--- src/rtl/trng_pkg.sv ---
// Shared constants, types and sizing helpers for the ring-oscillator sampler.
// Latency: n/a (declarations only).
// Backpressure: n/a (declarations only).
package trng_pkg;

   // Default build-time parameters for the sampler and its synchroniser.
   localparam int DEF_SAMPLE_DIV  = 16;
   localparam int DEF_WORD_W      = 8;
   localparam int DEF_REP_LIMIT   = 32;
   localparam int DEF_SYNC_STAGES = 2;

   // Von Neumann corrector: waiting for the first or the second sample of a pair.
   typedef enum logic {
      VN_FIRST  = 1'b0,
      VN_SECOND = 1'b1
   } vn_state_t;

   // The repetition counter must be able to hold REP_LIMIT itself.
   function automatic int rep_cnt_width(input int limit);
      return $clog2(limit + 1);
   endfunction

endpackage

--- src/rtl/trng_sync.sv ---
// Multi-flop synchroniser that brings an asynchronous pad bit into the clk domain.
// Latency: STAGES clk cycles from a stable input to o_sync.
// Backpressure: none; the chain free-runs every cycle.
module trng_sync
   import trng_pkg::*;
#(
   parameter int STAGES = DEF_SYNC_STAGES
) (
   input  logic clk,
   input  logic rst,
   input  logic i_async,
   output logic o_sync
);

   logic [STAGES-1:0] r_chain;

   // Shift the pad bit through the flop chain; the first stage may go metastable.
   always_ff @(posedge clk or posedge rst) begin
      if (rst) begin
         r_chain <= '0;
      end else begin
         r_chain <= {r_chain[STAGES-2:0], i_async};
      end
   end

   assign o_sync = r_chain[STAGES-1];

endmodule

--- src/rtl/trng_sampler.sv ---
// Samples the synchronised RO bit, health-tests it, debiases it and packs words.
// Latency: data_o/valid_o update 1 clk after the strobe that completes a word.
// Backpressure: one output word buffered; a word completing while it is still held is dropped with an overrun_o pulse.
module trng_sampler
   import trng_pkg::*;
#(
   parameter int SAMPLE_DIV  = DEF_SAMPLE_DIV,
   parameter int WORD_W      = DEF_WORD_W,
   parameter int REP_LIMIT   = DEF_REP_LIMIT,
   parameter int SYNC_STAGES = DEF_SYNC_STAGES
) (
   input  logic              clk,
   input  logic              rst,
   input  logic              en,
   input  logic              raw_in,
   output logic [WORD_W-1:0] data_o,
   output logic              valid_o,
   input  logic              ready_i,
   output logic              health_fail_o,
   output logic              overrun_o
);

   localparam int DIV_W = (SAMPLE_DIV > 1) ? $clog2(SAMPLE_DIV) : 1;
   localparam int CNT_W = (WORD_W > 1) ? $clog2(WORD_W) : 1;
   localparam int REP_W = rep_cnt_width(REP_LIMIT);

   localparam logic [DIV_W-1:0] DIV_LAST = DIV_W'(SAMPLE_DIV - 1);
   localparam logic [DIV_W-1:0] DIV_ONE  = DIV_W'(1);
   localparam logic [CNT_W-1:0] BIT_LAST = CNT_W'(WORD_W - 1);
   localparam logic [CNT_W-1:0] CNT_ONE  = CNT_W'(1);
   localparam logic [REP_W-1:0] REP_MAX  = REP_W'(REP_LIMIT);
   localparam logic [REP_W-1:0] REP_ONE  = REP_W'(1);

   // Synchronised entropy bit
   logic w_sync_bit;

   // Divider
   logic [DIV_W-1:0] r_div_cnt;
   logic             w_strobe;

   // Repetition-count health test
   logic [REP_W-1:0] r_rep_cnt;
   logic             r_prev;
   logic [REP_W-1:0] w_rep_next;
   logic             w_trip;
   logic             w_blocked;
   logic             r_health_fail;

   // Von Neumann corrector
   vn_state_t        r_vn_state;
   logic             r_vn_a;
   logic             w_emit;

   // Packing
   logic [CNT_W-1:0]  r_bit_cnt;
   logic [WORD_W-1:0] r_shift;
   logic [WORD_W-1:0] w_word;
   logic              w_word_done;

   // Output buffer
   logic [WORD_W-1:0] r_data;
   logic              r_valid;
   logic              r_overrun;
   logic              w_xfer;
   logic              w_load;
   logic              w_drop;

   trng_sync #(
      .STAGES (SYNC_STAGES)
   ) u_sync (
      .clk     (clk),
      .rst     (rst),
      .i_async (raw_in),
      .o_sync  (w_sync_bit)
   );

   // ---------------------------------------------------------------- divider
   assign w_strobe = en & (r_div_cnt == DIV_LAST);

   // Free-running sample divider, held at zero while sampling is disabled.
   always_ff @(posedge clk or posedge rst) begin
      if (rst) begin
         r_div_cnt <= '0;
      end else if (!en || w_strobe) begin
         r_div_cnt <= '0;
      end else begin
         r_div_cnt <= r_div_cnt + DIV_ONE;
      end
   end

   // ------------------------------------------------------------ health test
   // A zero count means no previous sample exists yet, so the next one starts a run of 1.
   always_comb begin
      w_rep_next = r_rep_cnt;
      if (r_rep_cnt == '0 || w_sync_bit != r_prev) begin
         w_rep_next = REP_ONE;
      end else if (r_rep_cnt != REP_MAX) begin
         w_rep_next = r_rep_cnt + REP_ONE;
      end
   end

   // The tripping sample itself is already treated as untrusted.
   assign w_trip    = w_strobe & (w_rep_next == REP_MAX);
   assign w_blocked = r_health_fail | w_trip;

   // Track the current run of identical raw samples.
   always_ff @(posedge clk or posedge rst) begin
      if (rst) begin
         r_rep_cnt <= '0;
         r_prev    <= 1'b0;
      end else if (!en) begin
         r_rep_cnt <= '0;
         r_prev    <= 1'b0;
      end else if (w_strobe) begin
         r_rep_cnt <= w_rep_next;
         r_prev    <= w_sync_bit;
      end
   end

   // Sticky failure flag; only reset clears it.
   always_ff @(posedge clk or posedge rst) begin
      if (rst) begin
         r_health_fail <= 1'b0;
      end else if (w_trip) begin
         r_health_fail <= 1'b1;
      end
   end

   // ------------------------------------------------------ von Neumann stage
   assign w_emit = w_strobe & ~w_blocked & (r_vn_state == VN_SECOND) & (r_vn_a != w_sync_bit);

   // Pair up raw samples: unequal pairs emit their first bit, equal pairs are dropped.
   always_ff @(posedge clk or posedge rst) begin
      if (rst) begin
         r_vn_state <= VN_FIRST;
         r_vn_a     <= 1'b0;
      end else if (!en || w_blocked) begin
         r_vn_state <= VN_FIRST;
         r_vn_a     <= 1'b0;
      end else if (w_strobe) begin
         if (r_vn_state == VN_FIRST) begin
            r_vn_a     <= w_sync_bit;
            r_vn_state <= VN_SECOND;
         end else begin
            r_vn_state <= VN_FIRST;
         end
      end
   end

   // ---------------------------------------------------------------- packing
   assign w_word_done = w_emit & (r_bit_cnt == BIT_LAST);

   // The completing bit goes straight into the MSB so the word is ready this cycle.
   always_comb begin
      w_word             = r_shift;
      w_word[WORD_W-1]   = r_vn_a;
   end

   // Accumulate emitted bits LSB first; a disabled or failed source discards the partial word.
   always_ff @(posedge clk or posedge rst) begin
      if (rst) begin
         r_bit_cnt <= '0;
         r_shift   <= '0;
      end else if (!en || w_blocked) begin
         r_bit_cnt <= '0;
         r_shift   <= '0;
      end else if (w_emit) begin
         if (w_word_done) begin
            r_bit_cnt <= '0;
            r_shift   <= '0;
         end else begin
            r_shift[r_bit_cnt] <= r_vn_a;
            r_bit_cnt          <= r_bit_cnt + CNT_ONE;
         end
      end
   end

   // ---------------------------------------------------------- output buffer
   assign w_xfer = r_valid & ready_i;
   assign w_load = w_word_done & (~r_valid | w_xfer);
   assign w_drop = w_word_done & ~w_load;

   // Single-entry output register; a new word may replace one leaving this cycle.
   always_ff @(posedge clk or posedge rst) begin
      if (rst) begin
         r_data    <= '0;
         r_valid   <= 1'b0;
         r_overrun <= 1'b0;
      end else begin
         r_overrun <= w_drop;
         if (w_load) begin
            r_data  <= w_word;
            r_valid <= 1'b1;
         end else if (w_xfer) begin
            r_valid <= 1'b0;
         end
      end
   end

   assign data_o        = r_data;
   assign valid_o       = r_valid;
   assign health_fail_o = r_health_fail;
   assign overrun_o     = r_overrun;

endmodule

--- config.mk ---
export PLATFORM = sky130hd
export DESIGN_NAME = trng_sampler
export DESIGN_NICKNAME = d
export VERILOG_FILES = /design/src/rtl/trng_pkg.sv /design/src/rtl/trng_sync.sv /design/src/rtl/trng_sampler.sv
export SDC_FILE = /design/constraint.sdc
export NUM_CORES = 1
export LEC_CHECK = 0
export CAP_MARGIN = 25
export CORE_MARGIN = 1.5
export CORE_UTILIZATION = 51
export DETAILED_ROUTE_END_ITERATION = 10
export PLACE_DENSITY = 0.84
export SLEW_MARGIN = 20
export SYNTH_ARGS = -nofsm -noshare
export SYNTH_HDL_FRONTEND = slang
export SYNTH_SLANG_ARGS = --single-unit
--- constraint.sdc ---
create_clock -name clk -period 2.46 [get_ports clk]
set_input_delay 0.246 -clock clk [delete_from_list [all_inputs] [get_ports clk]]
set_output_delay 0.246 -clock clk [all_outputs]
set_load 0.1 [all_outputs]
==> results, run 1 <==
- For this design the ratio of total power to cell area is between 400 and 500 nW/um^2.
- The highest ir drop seen on vdd is 0.268 mV.
- Walking the worst path, the cells encountered are inv_2, ha_1, or4b_4, a21oi_2, a21oi_1, a41o_1, nor3b_4, buf_12, mux2_2.
- The pin count of the biggest net entering global routing is 37.
- After detailed routing, the number of vias per cell comes to 5.66.
- The clock transition at the registers of the reported paths is 0.11 ns.
- Of the total power, combinational logic draws 0.044.
- The worst hold margin is between 0.2 and 0.3 ns.
- The floorplan step defined a die boundary enclosing 3940 um^2.
- After synthesis, the share of flip-flops with an asynchronous set or reset is 1.00.
- The netlist uses 35 different library cells.
- The run finished with clean final reports.
- The number of buffers and inverters on the critical path is 2.
- The count of nets after finishing is between 200 and 250.
- Static timing analysis puts the maximum clock frequency at 417 MHz.
- The number of global-route vias before repair is 1,366.
- The clock skew is 0.00802 ns.
- The top cell types in the final layout, fill and taps aside, are sky130_fd_sc_hd__dfrtp_1, sky130_fd_sc_hd__buf_4, sky130_fd_sc_hd__nor2_1.
- The post-synthesis average cell area is around 10 um^2.
- The area share of the leading cell type in the synthesized netlist is 0.495.
- After floorplanning, the core was divided into 21 placement rows.
- In this run, the number of DRC markers left after iteration 0 of detailed routing was 62.
- The number of placed I/O pins is 16.
- The width of the chip is between 60 and 70 um.
- The initial utilization of the core area, before any placement, comes to 0.537.
- The internal cell power is 0.754 mW.
- The path category of the worst min-delay check is in2async.
- The fraction of final layout cells with drive strength greater than 1 is 0.234.
- The biggest area contributor in the post-synthesis netlist is sky130_fd_sc_hd__dfrtp_1.
- The first detailed-routing pass took 4 iterations.
- The weighted congestion at the end of routability-driven global placement is 0.917.
- Yosys printed 0 warnings.
- The number of DRC violations after detailed routing is 0.
- The total overflow left after global routing is 0.
- Of the total power, registers draw 0.620.
- The share of the clock period used by the worst path after layout is 0.975.
- The worst setup path is of the reg2reg kind.
- The clock share of power is 0.336.
- The residual antenna-violating net count after detailed routing is 0.
- For this block, the via count after detailed routing is 1,397.
- The number of H-tree branching levels is 2.
- Summed over all layers, the routed wires come to 3460 um.
- The floorplan step defined a core boundary enclosing 3390 um^2.
- The flop and latch count out of synthesis is 36.
- The total power consumption of the routed design is 0.973 mW.
- The global-route wire length before repair is 6200 um.
- Summing all non-filler instances in the final layout gives an area of 2110 um^2.
- The synthesized netlist net count is about 190.
- The total count of hold-check failures in the final report is 0.
- Summing all multi-input logic gate instances after layout gives 866 um^2.
- In this design, the largest share of critical-path delay is due to simple AND/OR/NAND/NOR gates.
- Of the synthesized area, sequential elements account for 0.495.
- The switching power is 0.219 mW.
- The placed wire-length estimate is 2590 um.
- Summed over all cells, the static leakage comes to 0.969 nW.
- Sorting the synthesized cells by area gives the leading types as sky130_fd_sc_hd__dfrtp_1, sky130_fd_sc_hd__mux2_2, sky130_fd_sc_hd__nor2_1, sky130_fd_sc_hd__ha_1, sky130_fd_sc_hd__a21oi_1.
- TritonCTS created 5 clock buffers.
- Measured along the y axis, the die boundary spans between 60 and 70 um.
- At the worst endpoint, the required time is 2.68 ns.
- After layout, the minimum clock period comes to 2.40 ns.
- Headroom to the max-slew limit came out at 0.704.
- The switching share of total power is 0.225.
- The sequential cells in the finished layout cover a total of 901 um^2.
- The slowest cell on the critical path is sky130_fd_sc_hd__or4b_4.
- Leaving out fill and tap cells, the most frequent cell in the layout is sky130_fd_sc_hd__dfrtp_1.
- The largest fanout on the critical path is 8.
- The overall routing resource usage is 0.205.
- Synthesis produced ~180 cells.
- TritonCTS built the clock tree.
- STA puts the critical path data arrival time at between 2 and 3 ns.
- The antenna cell count is 0.
- STA classifies the critical path endpoint as a flip-flop.
- The primary flip-flop cell chosen by synthesis mapping is sky130_fd_sc_hd__dfrtp_1.
- The initial antenna violation count is 0.
- The synthesized netlist occupies a cell area of about 1800 um^2.
- Clock latency on the worst-skew pair, taken at its later pin, is 0.34 ns.
- The port buffer count is 15.
- Setup repair after global routing could not meet its margin everywhere.
- The tool flagged a number of max-cap violations equal to 0.
- The count of pins over their slew limit is 0.
- Counting flops with a built-in enable in the synthesized netlist gives 0.
- The worst-margin pin slew is 0.444 ns.
- For this run, the slowest stage of the critical path takes around 0.48 ns.
- No sink is reached through more buffers than the 2 on the longest clock path.
- The total placed instance area is 2020 um^2.
- The hold buffer count at CTS is 0.
- The kind of start point of the critical path is a flip-flop.
- After detailed routing, the average wire length per cell comes to 14.0 um.
- The buffer cell driving the clock tree root is sky130_fd_sc_hd__clkbuf_4.
- Setup violations remaining at the end of the flow were counted as 0.
- The filler cell count in the final layout is roughly 270.
- The area growth from synthesis to layout is 16.0%.
- Clock tree synthesis found a total of 36 sinks.
## layer usage
metal  global-route usage  wire [um]  vias up
met3               0.0360        145       15
li1                     -          -      668
met1                0.254       1520      671
met2                0.325       1650       43
met4                0.144        146        0
met5                    0          0        -
## path summary, 6_finish.rpt
kind,cells after the start,start,to,slack [ns]
worst min-delay path,3,rst,r_bit_cnt[0]$_DFFE_PP0P_,0.30
max in group asynchronous,3,rst,data_o[0]$_DFFE_PP0P_,1.85
worst min register to register,0,u_sync.r_chain[0]$_DFF_PP0_,u_sync.r_chain[1]$_DFF_PP0_,0.36
min in group clk,1,raw_in,u_sync.r_chain[0]$_DFF_PP0_,0.35
worst max register to register,9,r_rep_cnt[0]$_DFFE_PP0N_,data_o[0]$_DFFE_PP0P_,0.06
worst max-delay path,9,r_rep_cnt[0]$_DFFE_PP0N_,data_o[0]$_DFFE_PP0P_,0.06
## power groups by stage
stage	Sequential [mW]	Clock, mW	Combinational [mW]
final	0.603	0.327	0.0428
after CTS	0.603	0.339	0.0439
after global routing	0.604	0.370	0.0501
after global placement	0.613	0	0.0424
after floorplan	0.612	0	0.0302
after detailed placement	0.615	0	0.0439
## synthesized netlist by cell type (all sizes together) (5+ instances only)
library cell  count
dfrtp            36
nor3              5
nand2            15
mux2              8
mux2i             6
buf               5
a21oi            12
nand3             6
and3              6
o21ai            10
ha                5
nor2             18
## worst reg2reg max path, delay by kind of cell (launching register included)
kind	cells	cell delay, ns
mux	1	0.34
buf+inv	2	0.25
fa+ha+maj	1	0.18
simple gates	2	0.70
compound gates	3	0.42
flops	1	0.40
## metrics by stage
step,setup TNS (ns),utilization,std cells,worst slack [ns]
2_1_floorplan,0,-,177,0.0148
3_3_place_gp,0,0.596,238,0.119
3_5_place_dp,0,0.596,238,0.0283
4_1_cts,0,0.614,246,0.0200
5_1_grt,-0.0846,0.623,247,-0.0375
6_report,0,0.623,247,0.0607
## cells by family (layout without fill, tap and decap cells)
kind of cell / count (synthesis) / count (layout) / synth area share
xor gates and xnor gates: 7 / 7 / 0.0337
buffers and inverters: 13 / 37 / 0.0419
AOI/OAI and AO/OA: 31 / 31 / 0.101
DFF: 36 / 36 / 0.495
muxes: 14 / 14 / 0.0825
and+or+nand+nor: 71 / 71 / 0.212
adders and majority gates: 5 / 5 / 0.0344
## state kept, by name, summed over array words and instances (netlist names)
signal and cells:
valid_o 1, u_sync.r_chain 2, r_prev 1, r_vn_a 1, r_vn_state 1, r_rep_cnt 6, overrun_o 1, r_bit_cnt 3
r_shift 7, health_fail_o 1, r_div_cnt 4, data_o 8
## final cells by class
| cell class | count | share of cell area |
|---|---|---|
| Tap cell | 46 | 0.0273 |
| Multi-Input combinational cell | 128 | 0.410 |
| Clock inverter | 1 | 0.00355 |
| Sequential cell | 36 | 0.427 |
| Clock buffer | 7 | 0.0261 |
| Timing Repair Buffer | 25 | 0.0995 |
| Inverter | 4 | 0.00711 |
## repair_timing
item | CTS | global route
resized for setup | 0 | 6
setup buffers | 0 | 1
setup endpoints to repair | 0 | 8
(Power assumes the default switching activity.)
==> run 2, diff against run 1 <==
==> constraint.sdc (replaced) <==
create_clock -name clk -period 2.46 [get_ports clk]
set_input_delay 0.246 -clock clk [delete_from_list [all_inputs] [get_ports clk]]
set_output_delay 0.246 -clock clk [all_outputs]
set_load 0.05 [all_outputs]
==> run 2 against run 1 <==
Against the previous run: critical endpoint is now data_o[6]$_DFFE_PP0P_; sequential share of layout area down 1.7 points; the run now ends with negative setup slack left; worst setup slack worse by 0.099 ns; sequential power about the same.
==> results, run 2 (synthesis gave the netlist of run 1 again) <==
- In the final design database the tool counted 214 nets.
- The total negative slack is -0.148 ns.
- The placed wire-length estimate is 2770 um.
- The area of the placeable core is between 3000 and 4000 um^2.
- The fraction of final layout cells with drive strength greater than 1 is 0.200.
- The count of pins over their slew limit is 0.
- The antenna cell count is 0.
- The endpoint identified for the worst register-to-register timing path is data_o[6]$_DFFE_PP0P_.
- The total power consumption of the routed design is 0.989 mW.
- After clock tree synthesis, the clock-pin slew on the worst setup and hold paths is between 0.1 and 0.15 ns.
- The smallest clock period supported by the final layout is computed as 2.50 ns.
- In this run the tightest slew margin relative to its limit is 0.666.
- Routability-driven placement finished with a final weighted congestion of 0.928.
- On the final layout, the worst hold slack is 0.283 ns.
- Clock tree synthesis inserted a total of 5 buffers.
- The share of the clock period used by the worst path after layout is 1.02.
- The worst setup path is captured at a flip-flop.
- For this configuration, the core starts out at a cell density of 0.537.
- The worst register-to-register path begins at r_rep_cnt[0]$_DFFE_PP0N_.
- The clock network latency to the later pin of the worst-skew pair is approximately 0.35 ns.
- The initial antenna violation count came to 0.
- The residual antenna-violating net count after detailed routing is 0.
- The floorplan step set the die height to 62.7 um.
- The filler cell count in the final layout is 246.
- Entering global routing, the biggest net connects 37 pins.
- The worst-margin pin slew is about 0.50 ns.
- In the global route stage, overall resource usage came out at 0.222.
- The tree built by TritonCTS fans out to 36 sinks.
- The residual overflow from global routing is 0.
- The leakage power summed over all cells is around 0.97 nW.
- The total count of hold-check failures in the final report came to 0.
- The clock skew is 0.0136 ns.
- Setup violations remaining at the end of the flow were counted as 8.
- The number of cells on the worst reg-to-reg path is 9.
- Max-cap violations in this run came to 0.
- The routed layout has 1,439 vias.
- The run finished, with violations left.
- From synthesis to final layout, the design area changed by 21.0%.
- Counting stages on the worst path, the most repeated cell is sky130_fd_sc_hd__a21oi_2.
- The largest individual stage delay along the critical path comes from the cell sky130_fd_sc_hd__or4b_4.
- The port buffer count is 15.
- Timing analysis after detailed placement gives a worst setup slack of -0.0178 ns.
- The most common cell after layout, fill and taps aside is sky130_fd_sc_hd__dfrtp_1.
- After detailed routing, the number of vias per cell comes to 5.73.
- The register with the most flip-flops in the layout has 8 of them.
- The initialized floorplan defines 21 standard-cell rows.
- The violation count after the first detailed-routing iteration is 74.
- For this run, design rule violations remaining after detail routing come to 0.
- The routed wire length is 3920 um.
- The number of placed I/O pins is 16.
- The top cell types in the final layout, fill and taps aside, are sky130_fd_sc_hd__dfrtp_1, sky130_fd_sc_hd__nor2_1, sky130_fd_sc_hd__nand2_1, sky130_fd_sc_hd__clkdlybuf4s50_1, sky130_fd_sc_hd__buf_4.
- Clock tree synthesis selected as its root buffer the cell sky130_fd_sc_hd__clkbuf_4.
- The setup check on the worst reg-to-reg path leaves a slack of -0.04 ns.
- The signal on the critical path passes through inv_2, ha_4, or4b_4, a21oi_2, a21oi_2, a41o_1, nor3b_4, buf_12, mux2_2.
- The arrival time at the worst endpoint is 2.74 ns.
- The path category of the worst min-delay check is in2async.
- The number of H-tree branching levels is 2.
- The worst-case IR drop observed on VDD is 0.301 mV.
- STA puts the critical path data required time at 2.71 ns.
- The kind of start point of the critical path is a flip-flop.
- In this run the power density over the cells is around 450 nW/um^2.
- The first TritonRoute pass finished after 4 iterations.
- The routed length per instance is 15.6 um.
- The largest fanout on the critical path is 8.
- The launch point of the critical path is r_rep_cnt[0]$_DFFE_PP0N_.
- The final reports fail on negative setup slack.
- The width of the chip is between 60 and 70 um.
- No sink is reached through more buffers than the 2 on the longest clock path.
- The critical path ends at data_o[6]$_DFFE_PP0P_.
- The critical path in this run is classified as reg2reg.
- TritonCTS built the clock tree.
- The number of global-route vias before repair is 1,477.
- The biggest cell delay along the critical path is 0.48 ns.
- Setup repair after global routing could not meet its margin everywhere.
- Once routing completed, OpenROAD measured the worst setup slack at -0.0385 ns.
- The global-route wire length before repair is 6730 um.
- The die area is 3940 um^2.
- The maximum clock frequency is 400 MHz.
## run 2: cell types whose count changed in the layout (fill, tap and decap cells not counted), moves of 7 or more
cell / delta
sky130_fd_sc_hd__mux2_2: -7
sky130_fd_sc_hd__mux2_4: +7
sky130_fd_sc_hd__clkdlybuf4s50_1: +11
sky130_fd_sc_hd__buf_4: -7
## run 2: layout make-up
class | instances | area (um^2) | area share
flip-flops and latches | 36 | 901 | 0.409
multi-input cells | 128 | 898 | 0.408
inverters | 4 | 15.0 | 0.00682
clock buffers | 7 | 55.1 | 0.0250
well taps | 46 | 57.6 | 0.0261
clock inverters | 1 | 7.51 | 0.00341
repair buffers | 29 | 268 | 0.122
## run 2: report_power, final
group          switching (mW)  leakage (nW)  total [mW]  internal, mW
Clock                   0.200        0.0315       0.340         0.140
Combinational          0.0270         0.445      0.0462        0.0191
Sequential            0.00580         0.496       0.603         0.597
## run 2: worst min-delay path by stage
stage | startpoint | endpoint | cells after the start
after floorplan | raw_in | u_sync.r_chain[0]$_DFF_PP0_ | 0
after global placement | u_sync.r_chain[0]$_DFF_PP0_ | u_sync.r_chain[1]$_DFF_PP0_ | 0
after detailed placement | u_sync.r_chain[0]$_DFF_PP0_ | u_sync.r_chain[1]$_DFF_PP0_ | 0
after CTS | rst | r_vn_a$_DFFE_PP0P_ | 3
after global routing | rst | data_o[4]$_DFFE_PP0P_ | 3
final | rst | r_vn_a$_DFFE_PP0P_ | 3
## run 2: critical path, delay by kind of cell, from the launching register on
kind                       cells  cell delay (ns)
AOI/OAI and AO/OA              3             0.50
muxes                          1             0.33
buffers and inverters          2             0.29
DFF                            1             0.41
and+or+nand+nor                2             0.73
adders and majority gates      1             0.15
## run 2: per-stage QoR
| step | utilization | instances | instance area [um^2] |
|---|---|---|---|
| finish | 0.650 | 251 | 2200 |
| global route | 0.650 | 251 | 2200 |
| global placement | 0.606 | 239 | 2050 |
| CTS | 0.626 | 247 | 2120 |
| floorplan | - | 177 | 1820 |
| detailed placement | 0.606 | 239 | 2050 |
## run 2: what timing repair did
action / in CTS / in global routing
resized for setup: 1 / 13
hold buffers: 0 / 0
endpoints found under the hold margin: 0 / 0
pin swaps: 2 / 4
setup endpoints to repair: 8 / 12
gates cloned: 0 / 0
setup buffers: 0 / 4
## run 2: layer usage
metal  global-route usage  share of wire
met1                0.272           0.43
met2                0.370           0.49
met3               0.0595          0.046
met4               0.0944          0.029
met5                    0              0
==> run 3, diff against run 2 <==
--- a/config.mk
+++ b/config.mk
@@ -10,6 +10,7 @@
 export CORE_UTILIZATION = 51
 export DETAILED_ROUTE_END_ITERATION = 10
 export PLACE_DENSITY = 0.84
+export RECOVER_POWER = 25
 export SLEW_MARGIN = 20
 export SYNTH_ARGS = -nofsm -noshare
 export SYNTH_HDL_FRONTEND = slang
==> run 3 against run 2 <==
Against the previous run: the run ends with max-capacitance violations, max-slew violations, negative setup slack left; sequential power barely moved; design area down 0.17%; cell count is the same; sequential share of layout area rose by 0.070 points; largest power group unchanged; core utilization is 0.11 points lower; clock power barely moved; combinational power fell by 2%.
==> results, run 3 (synthesis gave the netlist of run 1 again) <==
- Clock-pin slew was measured on the worst setup and hold paths at 0.12 ns.
- At the worst endpoint, the arrival time is around 2.8 ns.
- By instance count, the cell type seen most on the critical path is sky130_fd_sc_hd__a21oi_2.
- The worst pin sits at a relative slew slack of -0.237.
- The slowest cell on the critical path is sky130_fd_sc_hd__or4b_4.
- The routed layout has 1,439 vias.
- The most common cell after layout, fill and taps aside is sky130_fd_sc_hd__dfrtp_1.
- VDD sags by at most 0.301 mV.
- The port buffer count is 15.
- The clock tree from TritonCTS is yes.
- The number of global-route vias before repair came to roughly 1,500.
- The area of the placeable core is 3390 um^2.
- Counting both buffers and inverters, the worst setup path holds a total of 2.
- The number of H-tree branching levels is 2.
- The maximum buffer depth of the clock tree is 2.
- The first global-routing pass estimated 6730 um of wire.
- Entering global routing, the biggest net connects 37 pins.
- In this run the count of I/O pins placed on the die edge is 16.
- Relative to the synthesized area, the layout overhead comes to 20.8%.
- The total power divided by cell area is 449 nW/um^2.
- The worst setup path is launched from a flip-flop.
- The clock arrives with 0.0139 ns of skew.
- Setup violations remaining at the end of the flow were counted as 8.
- The element type at the critical path end is a flip-flop.
- The count of nets left with antenna violations once routing finished came out at 0.
- With fillers left out, the area of the finished cells amounts to 2200 um^2.
- The kind of critical path is reg2reg.
- Max-cap violations in this run came to 1.
- The worst-margin pin slew is 1.86 ns.
- For this design the static power due to leakage is approximately 0.97 nW.
- The buffer cell driving the clock tree root is sky130_fd_sc_hd__clkbuf_4.
- Setup repair after global routing could not meet its margin everywhere.
- The layout has 245 filler cells.
- The clock net in this run drives a total of 36 sinks.
- The checks that failed: max-capacitance violations, max-slew violations, negative setup slack.
- The routed length per instance is 15.6 um.
- Clock latency on the worst-skew pair, taken at its later pin, is 0.35 ns.
- The congestion estimate from routability-driven global placement came to 0.928.
- Detailed placement ended at an HPWL of 2770 um.
- After the last flow step, the layout net total stands at 214.
- For this run, the top clock speed supported by timing is 400 MHz.
- The repair_antennas step left the layout with diodes totalling 0.
- The biggest cell delay along the critical path is 0.48 ns.
- The routed wire length is slightly below 4000 um.
- In the final layout, the share of cells above drive strength 1 is 0.195.
- The flow ran to the end, but the final reports show violations.
- The count of pins over their slew limit is 37.
- For the worst setup path, the data required time is 2.71 ns.
- Across every metal layer, demand over resource in global routing totals 0.222.
- The minimum clock period after layout is 2.50 ns.
- The largest delay contributor family on the critical path is simple AND/OR/NAND/NOR gates.
- The initial standard-cell utilization of the core is 0.537.
- The area taken by flip-flops and latches is between 900 and 1000 um^2.
- For this run, the detailed router's first-pass iteration total came to 4.
- After global routing the overflow that remains totals 0.
- In the layout the commonest cells are sky130_fd_sc_hd__dfrtp_1, sky130_fd_sc_hd__nor2_1, sky130_fd_sc_hd__nand2_1.
- The post-placement worst setup slack is -0.0178 ns.
- The total placed instance area is about 2000 um^2.
- The via density per instance is 5.73.
- The floorplan step set the die height to 62.7 um.
- Buffers inserted to repair hold after CTS numbered 0.
- The total count of hold-check failures in the final report was 0.
- The CTS buffer count is 5.
- After the first detailed-routing iteration, the DRC count stood at 74.
- Setup slack on the critical path of the routed design comes to -0.0418 ns.
- Along the worst path, the maximum fanout reaches 8.
- The number of flip-flops in the largest register is 8.
- The initial antenna violation count is 0.
- The width of the chip is between 60 and 70 um.
- The area of the multi-input gates is 898 um^2.
- In this run the worst hold path is classified as reg2reg.
- The number of DRC violations after detailed routing is 0.
- The die area is 3940 um^2.
- The share of the clock period used by the worst path after layout is 1.02.
- The critical path goes through inv_2, ha_4, or4b_4, a21oi_2, a21oi_2, a41o_1, nor3b_4, buf_12, mux2_2.
- The number of placement rows is 21.
[run 3: where the power goes]
group          internal, mW  leakage [nW]  switching, mW
Clock                 0.140        0.0315          0.199
Sequential            0.597         0.496        0.00580
Combinational        0.0180         0.442         0.0270
Total                 0.755         0.969          0.232
[run 3: what timing repair did]
item | in CTS | in global routing
pin swaps | 2 | 4
buffers inserted | 0 | 4
resized for setup | 1 | 13
hold endpoints to repair | 0 | 0
endpoints found under the setup margin | 8 | 12
[run 3: final timing paths]
path | end | slack (ns) | start | cells past startpoint
setup / recovery | data_o[6]$_DFFE_PP0P_ | -0.04 | r_rep_cnt[0]$_DFFE_PP0N_ | 9
hold / removal | u_sync.r_chain[1]$_DFF_PP0_ | 0.36 | u_sync.r_chain[0]$_DFF_PP0_ | 0
setup reg to reg | data_o[6]$_DFFE_PP0P_ | -0.04 | r_rep_cnt[0]$_DFFE_PP0N_ | 9
hold reg to reg | u_sync.r_chain[1]$_DFF_PP0_ | 0.36 | u_sync.r_chain[0]$_DFF_PP0_ | 0
max in group asynchronous | r_shift[0]$_DFFE_PP0P_ | 0.55 | rst | 3
min in group asynchronous | r_vn_a$_DFFE_PP0P_ | 0.85 | rst | 3
[run 3: cell type report]
class,count,area share
multi-input combinational,128,0.409
tap,46,0.0262
inverter,4,0.00683
clock inverter,1,0.00341
sequential,36,0.410
timing repair buffer,29,0.120
clock buffer,7,0.0250
[run 3: worst register-to-register path, delay by kind of cell (launching register included)]
family | cells | cell delay [ns]
fa+ha+maj | 1 | 0.15
compound gates | 3 | 0.50
buf+inv | 2 | 0.29
simple gates | 2 | 0.73
flops | 1 | 0.41
mux | 1 | 0.33
[run 3: per-layer routing]
| layer | routed length [um] | global-route usage | share of wire |
|---|---|---|---|
| met3 | 183 | 0.0595 | 0.047 |
| met4 | 118 | 0.0944 | 0.030 |
| met5 | 0 | 0 | 0 |
| met2 | 1920 | 0.370 | 0.49 |
| met1 | 1690 | 0.272 | 0.43 |
[run 3: through the flow]
stage               hold slack (ns)  instances  setup TNS (ns)  power [mW]   util
finish                        0.358        251          -0.176       0.987  0.649
global placement              0.334        239               0       0.656  0.606
detailed placement            0.338        239         -0.0693       0.660  0.606
global route                  0.391        251          -0.636        1.04  0.649
CTS                           0.293        247               0       0.996  0.626
floorplan                     0.277        177               0       0.642      -
